## config.mk

```make
export PLATFORM = sky130hd
export DESIGN_NAME = cxu_responder
export DESIGN_NICKNAME = d
export VERILOG_FILES = /design/src/rtl/cxu_responder.sv
export SDC_FILE = /design/constraint.sdc
export NUM_CORES = 2
export LEC_CHECK = 0
export ABC_AREA = 1
export BUFFER_PORTS_ARGS = -buffer_cell sky130_fd_sc_hd__buf_4
export CAP_MARGIN = 10
export CORE_ASPECT_RATIO = 2
export CORE_MARGIN = 2
export CORE_UTILIZATION = 55
export CTS_CLUSTER_SIZE = 10
export DETAILED_ROUTE_END_ITERATION = 7
export PLACE_DENSITY = 0.75
export REMOVE_ABC_BUFFERS = 1
export SYNTH_ARGS = -nofsm -noshare
export SYNTH_HDL_FRONTEND = slang
export SYNTH_SLANG_ARGS = --single-unit
```

## constraint.sdc

```tcl
create_clock -name clk -period 10.1 [get_ports clk]
set_input_delay 1.01 -clock clk [delete_from_list [all_inputs] [get_ports clk]]
set_output_delay 1.01 -clock clk [all_outputs]
set_load 0.02 [all_outputs]
```

## src/rtl/cxu_responder.sv

```systemverilog
// cxu_responder: CXU responder with per-state accumulators,
// a fixed-latency result pipeline and an in-order response FIFO.
module cxu_responder #(
  parameter int CXU_ID     = 0,
  parameter int REQ_ID_W   = 3,
  parameter int CXU_ID_W   = 4,
  parameter int STATE_ID_W = 2,
  parameter int FUNC_ID_W  = 3,
  parameter int INSN_W     = 32,
  parameter int DATA_W     = 32,
  parameter int STATUS_W   = 2,
  parameter int LATENCY    = 2,
  parameter int DEPTH      = 4
) (
  input  logic                  clk,
  input  logic                  rst,
  input  logic                  cxu_req_valid,
  output logic                  cxu_req_ready,
  input  logic [REQ_ID_W-1:0]   cxu_req_id,
  input  logic [CXU_ID_W-1:0]   cxu_req_cxu,
  input  logic [STATE_ID_W-1:0] cxu_req_state,
  input  logic [FUNC_ID_W-1:0]  cxu_req_func,
  input  logic [INSN_W-1:0]     cxu_req_insn,
  input  logic [DATA_W-1:0]     cxu_req_data0,
  input  logic [DATA_W-1:0]     cxu_req_data1,
  output logic                  cxu_resp_valid,
  input  logic                  cxu_resp_ready,
  output logic [REQ_ID_W-1:0]   cxu_resp_id,
  output logic [STATUS_W-1:0]   cxu_resp_status,
  output logic [DATA_W-1:0]     cxu_resp_data
);

  localparam int NACC = 1 << STATE_ID_W;
  localparam int PW   = $clog2(DEPTH);
  localparam int CW   = PW + 1;
  localparam int PCW  = $clog2(DATA_W + 1);

  localparam logic [STATUS_W-1:0] ST_OK    = STATUS_W'(0);
  localparam logic [STATUS_W-1:0] ST_EFUNC = STATUS_W'(1);
  localparam logic [STATUS_W-1:0] ST_ECXU  = STATUS_W'(2);

  localparam logic [FUNC_ID_W-1:0] F_ADD   = FUNC_ID_W'(0);
  localparam logic [FUNC_ID_W-1:0] F_XOR   = FUNC_ID_W'(1);
  localparam logic [FUNC_ID_W-1:0] F_POP   = FUNC_ID_W'(2);
  localparam logic [FUNC_ID_W-1:0] F_MAC   = FUNC_ID_W'(3);
  localparam logic [FUNC_ID_W-1:0] F_RDACC = FUNC_ID_W'(4);
  localparam logic [FUNC_ID_W-1:0] F_WRACC = FUNC_ID_W'(5);

  typedef struct packed {
    logic [REQ_ID_W-1:0] id;
    logic [STATUS_W-1:0] status;
    logic [DATA_W-1:0]   data;
  } resp_t;

  logic [NACC-1:0][DATA_W-1:0] acc;
  logic [DATA_W-1:0] acc_cur;
  logic [DATA_W-1:0] mac_sum;
  logic [PCW-1:0]    ones;
  logic              cxu_hit;
  logic              accept;
  logic              push;
  logic              pop;
  resp_t             res;
  resp_t             push_e;
  logic [CW-1:0]     out_cnt;
  logic [CW-1:0]     out_cnt_nx;
  logic              rdy_q;
  logic              unused_insn;

  assign unused_insn   = ^cxu_req_insn;
  assign cxu_req_ready = rdy_q;
  assign accept        = cxu_req_valid & rdy_q;
  assign cxu_hit       = cxu_req_cxu == CXU_ID_W'(CXU_ID);
  assign acc_cur       = acc[cxu_req_state];
  assign mac_sum       = acc_cur + cxu_req_data0 * cxu_req_data1;

  always_comb begin
    ones = '0;
    for (int i = 0; i < DATA_W; i++)
      ones = ones + PCW'(cxu_req_data0[i]);
  end

  // Result is formed in the accept cycle, so acc effects are immediate.
  always_comb begin
    res    = '0;
    res.id = cxu_req_id;
    if (!cxu_hit) begin
      res.status = ST_ECXU;
    end else begin
      unique case (cxu_req_func)
        F_ADD:   res.data = cxu_req_data0 + cxu_req_data1;
        F_XOR:   res.data = cxu_req_data0 ^ cxu_req_data1;
        F_POP:   res.data = DATA_W'(ones);
        F_MAC:   res.data = mac_sum;
        F_RDACC: res.data = acc_cur;
        F_WRACC: res.data = acc_cur;
        default: res.status = ST_EFUNC;
      endcase
    end
  end

  always_ff @(posedge clk or posedge rst) begin
    if (rst) begin
      acc <= '0;
    end else if (accept && cxu_hit) begin
      if (cxu_req_func == F_MAC)
        acc[cxu_req_state] <= mac_sum;
      else if (cxu_req_func == F_WRACC)
        acc[cxu_req_state] <= cxu_req_data0;
    end
  end

  generate
    if (LATENCY == 1) begin : g_direct
      assign push   = accept;
      assign push_e = res;
    end else begin : g_pipe
      localparam int NS = LATENCY - 1;
      logic  [NS-1:0] pv;
      resp_t [NS-1:0] pd;
      always_ff @(posedge clk or posedge rst) begin
        if (rst) begin
          pv <= '0;
          pd <= '0;
        end else begin
          pv[0] <= accept;
          pd[0] <= res;
          for (int i = 1; i < NS; i++) begin
            pv[i] <= pv[i-1];
            pd[i] <= pd[i-1];
          end
        end
      end
      assign push   = pv[NS-1];
      assign push_e = pd[NS-1];
    end
  endgenerate

  // Outstanding count bounds pipeline + FIFO, so a push never overflows.
  resp_t [DEPTH-1:0] mem;
  logic  [PW-1:0]    wr_ptr;
  logic  [PW-1:0]    rd_ptr;
  logic  [CW-1:0]    f_cnt;
  resp_t             head;

  assign head            = mem[rd_ptr];
  assign cxu_resp_valid  = f_cnt != '0;
  assign cxu_resp_id     = head.id;
  assign cxu_resp_status = head.status;
  assign cxu_resp_data   = head.data;
  assign pop             = cxu_resp_valid & cxu_resp_ready;

  always_ff @(posedge clk or posedge rst) begin
    if (rst) begin
      mem    <= '0;
      wr_ptr <= '0;
      rd_ptr <= '0;
      f_cnt  <= '0;
    end else begin
      if (push) begin
        mem[wr_ptr] <= push_e;
        wr_ptr      <= wr_ptr + 1'b1;
      end
      if (pop)
        rd_ptr <= rd_ptr + 1'b1;
      f_cnt <= f_cnt + CW'(push) - CW'(pop);
    end
  end

  assign out_cnt_nx = out_cnt + CW'(accept) - CW'(pop);

  always_ff @(posedge clk or posedge rst) begin
    if (rst) begin
      out_cnt <= '0;
      rdy_q   <= 1'b0;
    end else begin
      out_cnt <= out_cnt_nx;
      rdy_q   <= out_cnt_nx < CW'(DEPTH);
    end
  end

endmodule

```

==> report_table.html <==
<table>
<tr><th>Metric</th><th>Value</th></tr>
<tr><th colspan="2">Cells and area</th></tr>
<tr><td>Most common library cell in the layout ignoring fill and taps</td><td>inv_1</td></tr>
<tr><td>Number of fill cells</td><td>5707</td></tr>
<tr><td>Count of nets after finishing</td><td>5261</td></tr>
<tr><td>Layout overhead on the synthesized area</td><td>6.67%</td></tr>
<tr><td>Highest-count cells in the layout ignoring fill and taps</td><td>inv_1, nand2_1, fa_1, o21ai_0, dfrtp_1</td></tr>
<tr><td>Share of final-layout standard cells stronger than drive strength 1</td><td>5.46%</td></tr>
<tr><td>Total inserted antenna cells</td><td>0</td></tr>
<tr><th colspan="2">Setup path</th></tr>
<tr><td>Worst setup path category</td><td>in -&gt; reg</td></tr>
<tr><td>Critical Path Source Type</td><td>primary input</td></tr>
<tr><td>Worst setup slack for register-to-register paths</td><td>2320 ps</td></tr>
<tr><td>Endpoint of the worst register-to-register path</td><td>g_pipe.pd[28]</td></tr>
<tr><td>Arrival time at the worst endpoint</td><td>8790 ps</td></tr>
<tr><td>Beginning of the worst register-to-register path</td><td>acc[21]</td></tr>
<tr><td>Critical Path Slowest Stage Cell</td><td>a221oi_1</td></tr>
<tr><td>Peak per-stage delay on the critical path</td><td>590 ps</td></tr>
<tr><td>Worst r2r path cells</td><td>25</td></tr>
<tr><td>Most frequent CP cell</td><td>inv_1</td></tr>
<tr><td>Type of element capturing the critical path</td><td>flop</td></tr>
<tr><td>Maximum fanout encountered on the critical timing path</td><td>30</td></tr>
<tr><td>Worst Path Required</td><td>10460 ps</td></tr>
<tr><th colspan="2">Min path</th></tr>
<tr><td>Startpoint of the worst hold path</td><td>mem[70]</td></tr>
<tr><td>Hold Crit Depth</td><td>2</td></tr>
<tr><td>Worst min-delay path class</td><td>reg -&gt; reg</td></tr>
<tr><td>Hold endpoint</td><td>mem[70]</td></tr>
<tr><th colspan="2">Clock tree</th></tr>
<tr><td>CTS buffer count</td><td>39</td></tr>
<tr><td>Number of H-tree branching levels</td><td>2</td></tr>
<tr><td>TritonCTS clock tree</td><td>done</td></tr>
<tr><td>Maximum number of buffers from clock root to sink</td><td>3</td></tr>
<tr><td>Root buffer selected by CTS</td><td>clkbuf_16</td></tr>
<tr><td>Post-cts repair resize count</td><td>0</td></tr>
<tr><td>Clock edge transition at the registers on the reported setup and hold paths</td><td>50 ps</td></tr>
<tr><td>CTS sink count</td><td>325</td></tr>
<tr><td>Post-CTS setup buffer count</td><td>0</td></tr>
<tr><td>CTS hold repair buffers</td><td>0</td></tr>
<tr><td>Latest clock arrival within the worst-skew pair</td><td>550 ps</td></tr>
<tr><th colspan="2">Die</th></tr>
<tr><td>Die extent in y</td><td>361 um</td></tr>
<tr><td>Overall die area</td><td>0.0659 sq mm</td></tr>
<tr><td>Core ar.</td><td>0.0629 sq mm</td></tr>
<tr><td>Top-level port count</td><td>151</td></tr>
<tr><td>Chip Width</td><td>182 um</td></tr>
<tr><td>Row Count</td><td>130</td></tr>
<tr><td>Starting density of the core</td><td>55.7%</td></tr>
<tr><th colspan="2">Timing</th></tr>
<tr><td>Max Slew Vio Count</td><td>0</td></tr>
<tr><td>Shortest clock period the worst path allows after layout</td><td>8430 ps</td></tr>
<tr><td>Final critical-path share of the clock period</td><td>83.4%</td></tr>
<tr><td>Summed negative setup slack over all endpoints</td><td>0 ps</td></tr>
<tr><td>Clock tree skew after final layout</td><td>12.9 ps</td></tr>
<tr><td>Tightest hold margin</td><td>475 ps</td></tr>
<tr><td>Worst slew margin relative to its limit</td><td>29.8%</td></tr>
<tr><td>Final Setup Violations</td><td>0</td></tr>
<tr><td>Max Freq</td><td>119 MHz</td></tr>
<tr><td>Transition at the pin with the smallest max-transition slack</td><td>1050 ps</td></tr>
<tr><td>RSZ-0062 raised after global routing</td><td>false</td></tr>
<tr><td>Number of endpoints with negative hold slack in the final report</td><td>0</td></tr>
<tr><th colspan="2">Logic synthesis</th></tr>
<tr><td>Synth Instances</td><td>4537</td></tr>
<tr><td>Share of the yosys chip area belonging to registers</td><td>23.2%</td></tr>
<tr><td>Fraction of synthesis flops using an asynchronous set or reset pin</td><td>100%</td></tr>
<tr><td>Number of warnings issued by yosys</td><td>0</td></tr>
<tr><td>Synth Area per Inst</td><td>7.72 sq um</td></tr>
<tr><td>Number of distinct library cells after synthesis</td><td>61</td></tr>
<tr><td>Yosys reg bits</td><td>325</td></tr>
<tr><td>Most used flip-flop cell after synthesis</td><td>dfrtp_1</td></tr>
<tr><td>Mapped cell area</td><td>0.0350 sq mm</td></tr>
<tr><td>EDFF count, synth</td><td>0</td></tr>
<tr><th colspan="2">Drt</th></tr>
<tr><td>Routed Antenna Nets</td><td>0</td></tr>
<tr><td>Detailed-route wire length per cell</td><td>20.3 um</td></tr>
<tr><td>Detailed-router iteration count before antenna repair</td><td>6</td></tr>
<tr><td>Number of DRC violations after detailed-routing iteration 0</td><td>2371</td></tr>
<tr><td>Via count</td><td>29974</td></tr>
<tr><td>DR DRC count</td><td>0</td></tr>
<tr><td>Avg Vias per Cell</td><td>5.64</td></tr>
<tr><td>Final Routed Wirelength</td><td>108000 um</td></tr>
<tr><th colspan="2">Global routing</th></tr>
<tr><td>Total overflow reported by the global router</td><td>0</td></tr>
<tr><td>Largest net degree at the start of global routing</td><td>117</td></tr>
<tr><td>Number of antenna violations at the first check in global routing</td><td>3</td></tr>
<tr><td>Global-route wire length before repair</td><td>168000 um</td></tr>
<tr><td>Number of global-route vias before repair</td><td>31093</td></tr>
<tr><td>Total global-route track usage</td><td>33.6%</td></tr>
<tr><th colspan="2">Flow run</th></tr>
<tr><td>Maxcap violations</td><td>0</td></tr>
<tr><th colspan="2">Place</th></tr>
<tr><td>GP Congestion</td><td>1.10</td></tr>
<tr><td>Number of input and output port buffers inserted</td><td>118</td></tr>
<tr><td>Detailed-placement wirelength estimate</td><td>79800 um</td></tr>
<tr><th colspan="2">Run status</th></tr>
<tr><td>Status</td><td>completed</td></tr>
</table>
-- stage by stage --
step	setup WS [ps]	area [sq um]	std cells	util (%)
floorplan	92.0	34200	4326	-
global placement	1320	36300	5265	57.7
detailed placement	1260	36300	5265	57.7
CTS	1840	37400	5312	59.4
global route	1460	37400	5312	59.4
finish	1670	37400	5312	59.4
-- synth_stat cells, drive strengths merged, types with 8 or more instances --
library cell | instances | share of area [%]
dfrtp | 325 | 23
o22ai | 41 | 0.73
o21a | 10 | 0.21
nand4 | 11 | 0.24
a31oi | 17 | 0.30
o21bai | 8 | 0.21
ha | 170 | 6.1
o21ai | 432 | 6.2
clkbuf | 149 | 1.6
inv | 1181 | 13
nand3 | 149 | 2.2
fa | 465 | 27
nand2 | 1072 | 11
xor2 | 26 | 0.65
nor2 | 151 | 1.7
a221oi | 10 | 0.25
a21o | 8 | 0.17
a22oi | 36 | 0.77
or2 | 16 | 0.29
xnor2 | 15 | 0.37
buf | 62 | 0.91
nor3 | 19 | 0.35
a21oi | 119 | 1.8
-- cell type report --
| cell class | count | area [sq um] | area share (%) |
|---|---|---|---|
| timing repair buffer | 147 | 1120 | 2.99 |
| clock inverter | 5 | 68.8 | 0.184 |
| tap | 792 | 991 | 2.65 |
| clock buffer | 42 | 1020 | 2.72 |
| multi-input combinational | 2818 | 21600 | 57.8 |
| inverter | 1183 | 4450 | 11.9 |
| sequential | 325 | 8130 | 21.8 |
-- metal layers --
metal	part of all wire, %	global-route usage [%]	wire length [um]	vias up
met5	0.019	0	21	-
met4	9.6	26.4	10400	4
met3	7.5	5.34	8060	573
met2	50	59.0	54000	1402
met1	33	35.5	35400	14507
li1	-	-	-	13488
-- cells by family after synthesis --
group                      share of synthesized area [%]
adders and majority gates                           32.6
xor gates and xnor gates                            1.02
DFF                                                 23.2
AOI/OAI and AO/OA                                   11.4
muxes                                             0.0571
and+or+nand+nor                                     16.5
buffers and inverters                               15.2
-- worst max-delay path: cells and delay by family --
family,cells,cell delay (ps)
adders and majority gates,9,3890
AOI/OAI and AO/OA,7,1630
and+or+nand+nor,7,1270
buffers and inverters,9,950
-- worst max path at each step --
stage,endpoint,startpoint,depth (start not counted)
after floorplan,acc[0],rst,1
after global placement,g_pipe.pd[28],cxu_req_state[0],29
after detailed placement,g_pipe.pd[28],cxu_req_state[0],29
after CTS,g_pipe.pd[28],cxu_req_state[0],29
after global routing,acc[89],cxu_req_state[0],34
final,g_pipe.pd[25],cxu_req_state[0],32
-- sequential cells by signal, indices dropped and copies added (netlist names) --
register and count:
g_pipe.pd 37, wr_ptr 2, cxu_req_ready 1, g_pipe.pv 1
mem 148, f_cnt 3, acc 128, rd_ptr 2
out_cnt 3
Power is not shown: default switching activity piles up to over one toggle a cycle in this logic, so the estimate is an artifact.
